### src/rtl/chip_inj_arb.sv
// Injection/ejection scheduler for one two-lane deflection-router stage: ejects at most
// one local flit per cycle, fills a free lane slot from a 4-entry injection queue, and registers both lanes.
module chip_inj_arb #(
    parameter logic [2:0] LOCAL_CODE   = 3'b111,
    parameter int         STARVE_LIMIT = 8,
    parameter int         STARVE_W     = 4
) (
    input  logic       clk,
    input  logic       rst,
    input  logic [9:0] lane_in0,
    input  logic [9:0] lane_in1,
    input  logic [8:0] inj_data,
    input  logic       inj_valid,
    output logic       inj_ready,
    output logic [9:0] lane_out0,
    output logic [9:0] lane_out1,
    output logic       ej_valid,
    output logic [9:0] ej_flit,
    output logic       starve
);

    localparam int QDEPTH = 4;

    // Lane inputs gathered into an array so per-lane logic can be generated.
    logic [9:0] lane_in   [2];
    logic [1:0] lane_local;

    assign lane_in[0] = lane_in0;
    assign lane_in[1] = lane_in1;

    genvar gi;
    generate
        for (gi = 0; gi < 2; gi++) begin : g_local
            assign lane_local[gi] = lane_in[gi][9] && (lane_in[gi][8:6] == LOCAL_CODE);
        end
    endgenerate

    // Injection queue state.
    logic [8:0] fifo_mem_q [QDEPTH];
    logic [1:0] rd_ptr_q, rd_ptr_d;
    logic [1:0] wr_ptr_q, wr_ptr_d;
    logic [2:0] count_q,  count_d;
    logic       push, pop;

    // Arbitration and output state.
    logic                ej_ptr_q,    ej_ptr_d;
    logic [9:0]          lane0_q,     lane0_d;
    logic [9:0]          lane1_q,     lane1_d;
    logic                ej_valid_q,  ej_valid_d;
    logic [9:0]          ej_flit_q,   ej_flit_d;
    logic [STARVE_W-1:0] starve_cnt_q, starve_cnt_d;
    logic                starve_q,    starve_d;

    logic       ej_any;
    logic       ej_sel;
    logic [9:0] slot0, slot1;
    logic [8:0] q_head;

    assign inj_ready = (count_q < 3'(QDEPTH));
    assign push      = inj_valid && inj_ready;
    assign q_head    = fifo_mem_q[rd_ptr_q];

    // Ejection choice: a lone local flit wins outright; a contest is settled by ej_ptr.
    always_comb begin
        ej_any   = |lane_local;
        ej_sel   = 1'b0;
        ej_ptr_d = ej_ptr_q;
        if (&lane_local) begin
            ej_sel   = ej_ptr_q;
            ej_ptr_d = ~ej_ptr_q;
        end else if (lane_local[1]) begin
            ej_sel = 1'b1;
        end
    end

    // Remove the ejected flit, then drop the queue head into the lowest empty slot.
    // The head is placed after ejection is decided, so it can never be ejected this cycle.
    always_comb begin
        slot0      = lane_in0;
        slot1      = lane_in1;
        ej_valid_d = ej_any;
        ej_flit_d  = 10'b0;
        pop        = 1'b0;

        if (ej_any) begin
            if (ej_sel) begin
                ej_flit_d = lane_in1;
                slot1     = 10'b0;
            end else begin
                ej_flit_d = lane_in0;
                slot0     = 10'b0;
            end
        end

        if (count_q != 3'd0) begin
            if (!slot0[9]) begin
                slot0 = {1'b1, q_head};
                pop   = 1'b1;
            end else if (!slot1[9]) begin
                slot1 = {1'b1, q_head};
                pop   = 1'b1;
            end
        end

        lane0_d = slot0;
        lane1_d = slot1;
    end

    always_comb begin
        rd_ptr_d = rd_ptr_q;
        wr_ptr_d = wr_ptr_q;
        count_d  = count_q;
        if (push) begin
            wr_ptr_d = wr_ptr_q + 2'd1;
        end
        if (pop) begin
            rd_ptr_d = rd_ptr_q + 2'd1;
        end
        case ({push, pop})
            2'b10:   count_d = count_q + 3'd1;
            2'b01:   count_d = count_q - 3'd1;
            default: count_d = count_q;
        endcase
    end

    // Starvation: blocked cycles with a waiting head, saturating; the flag lags the counter by one edge.
    always_comb begin
        starve_cnt_d = starve_cnt_q;
        if ((count_q == 3'd0) || pop) begin
            starve_cnt_d = '0;
        end else if (!(&starve_cnt_q)) begin
            starve_cnt_d = starve_cnt_q + 1'b1;
        end
        starve_d = (starve_cnt_q >= STARVE_W'(STARVE_LIMIT));
    end

    // Queue storage needs no reset; the count alone defines which entries are live.
    always_ff @(posedge clk) begin
        if (push) begin
            fifo_mem_q[wr_ptr_q] <= inj_data;
        end
    end

    always_ff @(posedge clk) begin
        if (rst) begin
            rd_ptr_q     <= 2'd0;
            wr_ptr_q     <= 2'd0;
            count_q      <= 3'd0;
            ej_ptr_q     <= 1'b0;
            lane0_q      <= 10'b0;
            lane1_q      <= 10'b0;
            ej_valid_q   <= 1'b0;
            ej_flit_q    <= 10'b0;
            starve_cnt_q <= '0;
            starve_q     <= 1'b0;
        end else begin
            rd_ptr_q     <= rd_ptr_d;
            wr_ptr_q     <= wr_ptr_d;
            count_q      <= count_d;
            ej_ptr_q     <= ej_ptr_d;
            lane0_q      <= lane0_d;
            lane1_q      <= lane1_d;
            ej_valid_q   <= ej_valid_d;
            ej_flit_q    <= ej_flit_d;
            starve_cnt_q <= starve_cnt_d;
            starve_q     <= starve_d;
        end
    end

    assign lane_out0 = lane0_q;
    assign lane_out1 = lane1_q;
    assign ej_valid  = ej_valid_q;
    assign ej_flit   = ej_flit_q;
    assign starve    = starve_q;

endmodule
### config.mk
export PLATFORM = sky130hd
export DESIGN_NAME = chip_inj_arb
export DESIGN_NICKNAME = d
export VERILOG_FILES = /design/src/rtl/chip_inj_arb.sv
export SDC_FILE = /design/constraint.sdc
export NUM_CORES = 1
export LEC_CHECK = 0
export CAP_MARGIN = 0
export CELL_PAD_IN_SITES_DETAIL_PLACEMENT = 1
export CELL_PAD_IN_SITES_GLOBAL_PLACEMENT = 2
export CORE_MARGIN = 1.5
export CORE_UTILIZATION = 34
export CTS_CLUSTER_SIZE = 40
export DETAILED_ROUTE_END_ITERATION = 8
export PLACE_DENSITY = 0.86
export SYNTH_ARGS = -nofsm -noshare
export SYNTH_HDL_FRONTEND = slang
export SYNTH_SLANG_ARGS = --single-unit
### constraint.sdc
create_clock -name clk -period 2.55 [get_ports clk]
set_input_delay 0.255 -clock clk [delete_from_list [all_inputs] [get_ports clk]]
set_output_delay 0.255 -clock clk [all_outputs]
set_load 0.02 [all_outputs]
==> run_results.csv <==
group,metric,value,unit
run_status,outcome,"finished, final reports clean",
cells_and_area,most-common-layout-cells,"sky130_fd_sc_hd__clkdlybuf4s50_1 (64), sky130_fd_sc_hd__dfxtp_1 (46), sky130_fd_sc_hd__edfxtp_1 (36)",
clock_tree,post_cts_hold_buffer_count,0,
synth,syn_inst,220,
clock_tree,clk_path_buf_depth,2,
clock_tree,cts-root-buf,"sky130_fd_sc_hd__clkbuf_8",
sta,grt_setup_unrepaired,"false",
power_and_ir_drop,total_power,3.64,mW
global_routing,grt_pass1_vias,2127,
sta,worst_slew_pin_slew,0.594,ns
cells_and_area,post_route_cells_drive_above_1_share,0.168,
min_path,hold_end,"lane_out1[3]$_SDFF_PP0_",
run,cap_violations,0,
cells_and_area,postLayoutCoreUtil,0.478,
cells_and_area,insertedDiodeCount,0,
power_and_ir_drop,total_power_divided_by_cell_area,869,nW/um2
critical_path,reg_to_reg_end,"count_q[2]$_SDFFE_PP0P_",
routing,met3_wirelength,363,um
power_and_ir_drop,worst_ir_drop_vdd,0.000296,V
cells_and_area,register_area,2000,um2
power_and_ir_drop,p_comb_frac,0.249,
place,placed_cell_area,3960,um2
routing,drt-pass1-iter-count,4,
critical_path,critical_path_required_time,2.83,ns
place,pre_cts_ws,-0.0452,ns
clock_tree,postCtsSetupBuffers,0,
cells_and_area,most_common_cell_after_layout_fill_and_taps_aside,"sky130_fd_sc_hd__clkdlybuf4s50_1",
critical_path,worstPathCellList,"clkdlybuf4s50_1 -> nand4_1 -> a41oi_2 -> ha_1 -> inv_1 -> fa_1 -> xor2_1 -> or3_1 -> a21oi_1",
sta,hold-worst-slack,0.532,ns
critical_path,max_stage_delay,0.52,ns
clock_tree,cts_tree,"built",
min_path,timing.hold.worst_path_depth,2,
global_routing,antenna_found_initial,0,
sta,final_min_period_over_clock_period,0.875,
routing,remaining_drc_errors,0,
routing,antenna_violating_nets_post_route,0,
routing,dr.first_iter.drc_count,32,
clock_tree,clock_insertion_delay_worst_skew,0.35,ns
sta,final.min_clock_period,2.23,ns
critical_path,worstSetupPathType,"in -> reg",
power_and_ir_drop,net-switching-power,1.04,mW
sta,timing_max_transition_violations_final,0,
power_and_ir_drop,netSwitchingFraction,0.285,
routing,drt_wl_total,6720,um
synth,cell_area_after_synthesis,3080,um2
place,place.port_buffers,64,
routing,route.top_layer_used,"met4",
cells_and_area,stdcell_count,418,
critical_path,rr_startpoint,"count_q[2]$_SDFFE_PP0P_",
sta,final_hold_viol_count,0,
critical_path,worstPathArrival,2.51,ns
cells_and_area,finalNetCount,345,
global_routing,grt_overflow_total,0,
clock_tree,clock_sink_count,82,
place,routabilityCongestion,0.821,
min_path,hold_path_class,"in -> reg",
critical_path,rrSetupSlack,0.42,ns
critical_path,critPathMaxFanout,4,
synth,synth-seq-area-share,0.649,
synth,yosys_warnings,0,
sta,achievable-frequency,0.448,GHz
synth,postSynthRegisterBits,82,
global_routing,pin_count_of_the_biggest_net_entering_global_routing,18,
synth,total_nets_after_synthesis,260,
min_path,timing.hold.worst.start,"lane_in1[3]",
routing,num_vias,2023,
power_and_ir_drop,power_leakage,1.59,nW
critical_path,worst-r2r-cell-count,8,
floorplanning,dieWidth,98.2,um
critical_path,timing.critical_path.from_type,"input port",
power_and_ir_drop,power.share.sequential,0.464,
clock_tree,cts_resized,0,
critical_path,kind_of_end_point_of_the_critical_path,"flop",
clock_tree,cts-buffers-inserted,9,
sta,setup_total_negative_slack,0,ns
routing,avgRoutedWirePerCell,16.1,um
synth,post_synthesis_mean_instance_area,14.0,um2
critical_path,cpMaxStageDelayCell,"sky130_fd_sc_hd__clkdlybuf4s50_1",
sta,maxSlewHeadroom,0.603,
global_routing,grt_first_pass_wirelength,10900,um
cells_and_area,area_growth_syn_to_layout,35.8,%
sta,setup_viol_count_final,0,
power_and_ir_drop,internal_power,2.60,mW
routing,dr_wl_met2,3240,um
cells_and_area,filler_cell_count,916,
routing,via_per_inst,4.84,
floorplanning,floorplan.die_area,9650,um2
power_and_ir_drop,share_of_total_power_in_the_clock_network,0.287,
global_routing,global_route.usage.total,0.148,
cells_and_area,final_design_area_no_fill,4190,um2
floorplanning,num_io_pins,65,
floorplanning,chipHeight,98.2,um
routing,wl_met1,3030,um
floorplanning,floorplan.initialDensity,0.352,
cells_and_area,area_taken_by_multi_input_logic_gates,992,um2
floorplanning,placeableCoreArea,8760,um2
synth,netlist-cell-type-count,38,
clock_tree,clock_tree.htree_level_count,3,
sta,setup_slack,0.318,ns
sta,post_route_clock_skew,0.0134,ns
clock_tree,clk_pin_slew,0.08,ns
place,place.detailed.instances,402,
floorplanning,std_cell_rows,34,
place,place_hpwl,4970,um
-- cell usage after synthesis, drive strengths merged --
cell    count  area (um2)
a311oi      1        26.3
buf         2        7.51
a21boi      1        11.3
a31o        1        8.76
o22ai       1        6.26
and4        2        20.0
nand4       3        25.0
inv        18        67.6
nor3        5        40.0
nor2       23        86.3
nor2b       2        12.5
o32a        1        10.0
nand2       3        11.3
a21o        1        7.51
nand3       3        15.0
or3         1        6.26
mux4        9         203
a31oi       1        6.26
a41oi       1        16.3
nand2b      1        6.26
and2        4        25.0
xnor2       3        26.3
clkbuf      4        15.0
edfxtp     36        1080
a211oi      1        7.51
dfxtp      46         921
a21oi       8        43.8
xor2        2        17.5
a22o       18         158
mux2i       7        70.1
ha          7        87.6
o21ai       3        18.8
fa          1        20.0
-- cells by family after synthesis --
group,Yosys count,share of synthesized area
fa+ha+maj,8,0.0349
simple gates,47,0.0803
mux,16,0.0884
flops,82,0.649
compound gates,38,0.104
buf+inv,24,0.0292
xor+xnor,5,0.0142
-- sequential cells by signal (all words and copies together), names as in the netlist, named ones only --
| signal | cells |
|---|---|
| lane_out0 | 10 |
| ej_ptr_q | 1 |
| ej_valid | 1 |
| count_q | 3 |
| ej_flit | 10 |
| wr_ptr_q | 2 |
| fifo_mem_q | 36 |
| starve | 1 |
| starve_cnt_q | 4 |
| lane_out1 | 10 |
| rd_ptr_q | 2 |
-- metal layers --
| metal | up-vias | global-route usage |
|---|---|---|
| li1 | 975 | - |
| met1 | 974 | 0.189 |
| met2 | 65 | 0.241 |
| met3 | 9 | 0.0429 |
| met4 | 0 | 0.0520 |
| met5 | - | 0 |
-- final cells by class --
type                    count  share of cell area
clock inverters             4              0.0128
flip-flops and latches     82               0.478
inverters                  18              0.0161
clock buffers              12              0.0421
well taps                 108              0.0323
multi-input cells         114               0.237
repair buffers             80               0.182
-- critical path, delay by kind of cell --
family	cells	cell delay (ns)
and+or+nand+nor	2	0.46
buffers and inverters	2	0.57
adders and majority gates	2	0.60
AOI/OAI and AO/OA	2	0.46
xor gates and xnor gates	1	0.15
-- worst max path at each step --
stage / slack (ns) / startpoint / cells after the start / endpoint
detailed placement: -0.05 / lane_in1[9] / 9 / count_q[2]$_SDFFE_PP0P_
global route: 0.15 / lane_in1[9] / 9 / count_q[2]$_SDFFE_PP0P_
global placement: -0.01 / lane_in1[9] / 9 / count_q[2]$_SDFFE_PP0P_
finish: 0.32 / lane_in1[9] / 9 / count_q[2]$_SDFFE_PP0P_
CTS: 0.31 / lane_in1[9] / 9 / count_q[2]$_SDFFE_PP0P_
floorplan: 0.51 / lane_in1[6] / 8 / count_q[2]$_SDFFE_PP0P_
-- power by group through the flow --
stage          Clock, mW  Sequential (mW)  Combinational, mW
6_report            1.04             1.69              0.906
5_1_grt             1.13             1.72              0.981
4_1_cts             1.07             1.70              0.913
3_5_place_dp           0             1.73              0.908
3_3_place_gp           0             1.72              0.889
2_1_floorplan          0             1.77              0.459
Power figures use the tool's default switching activity.
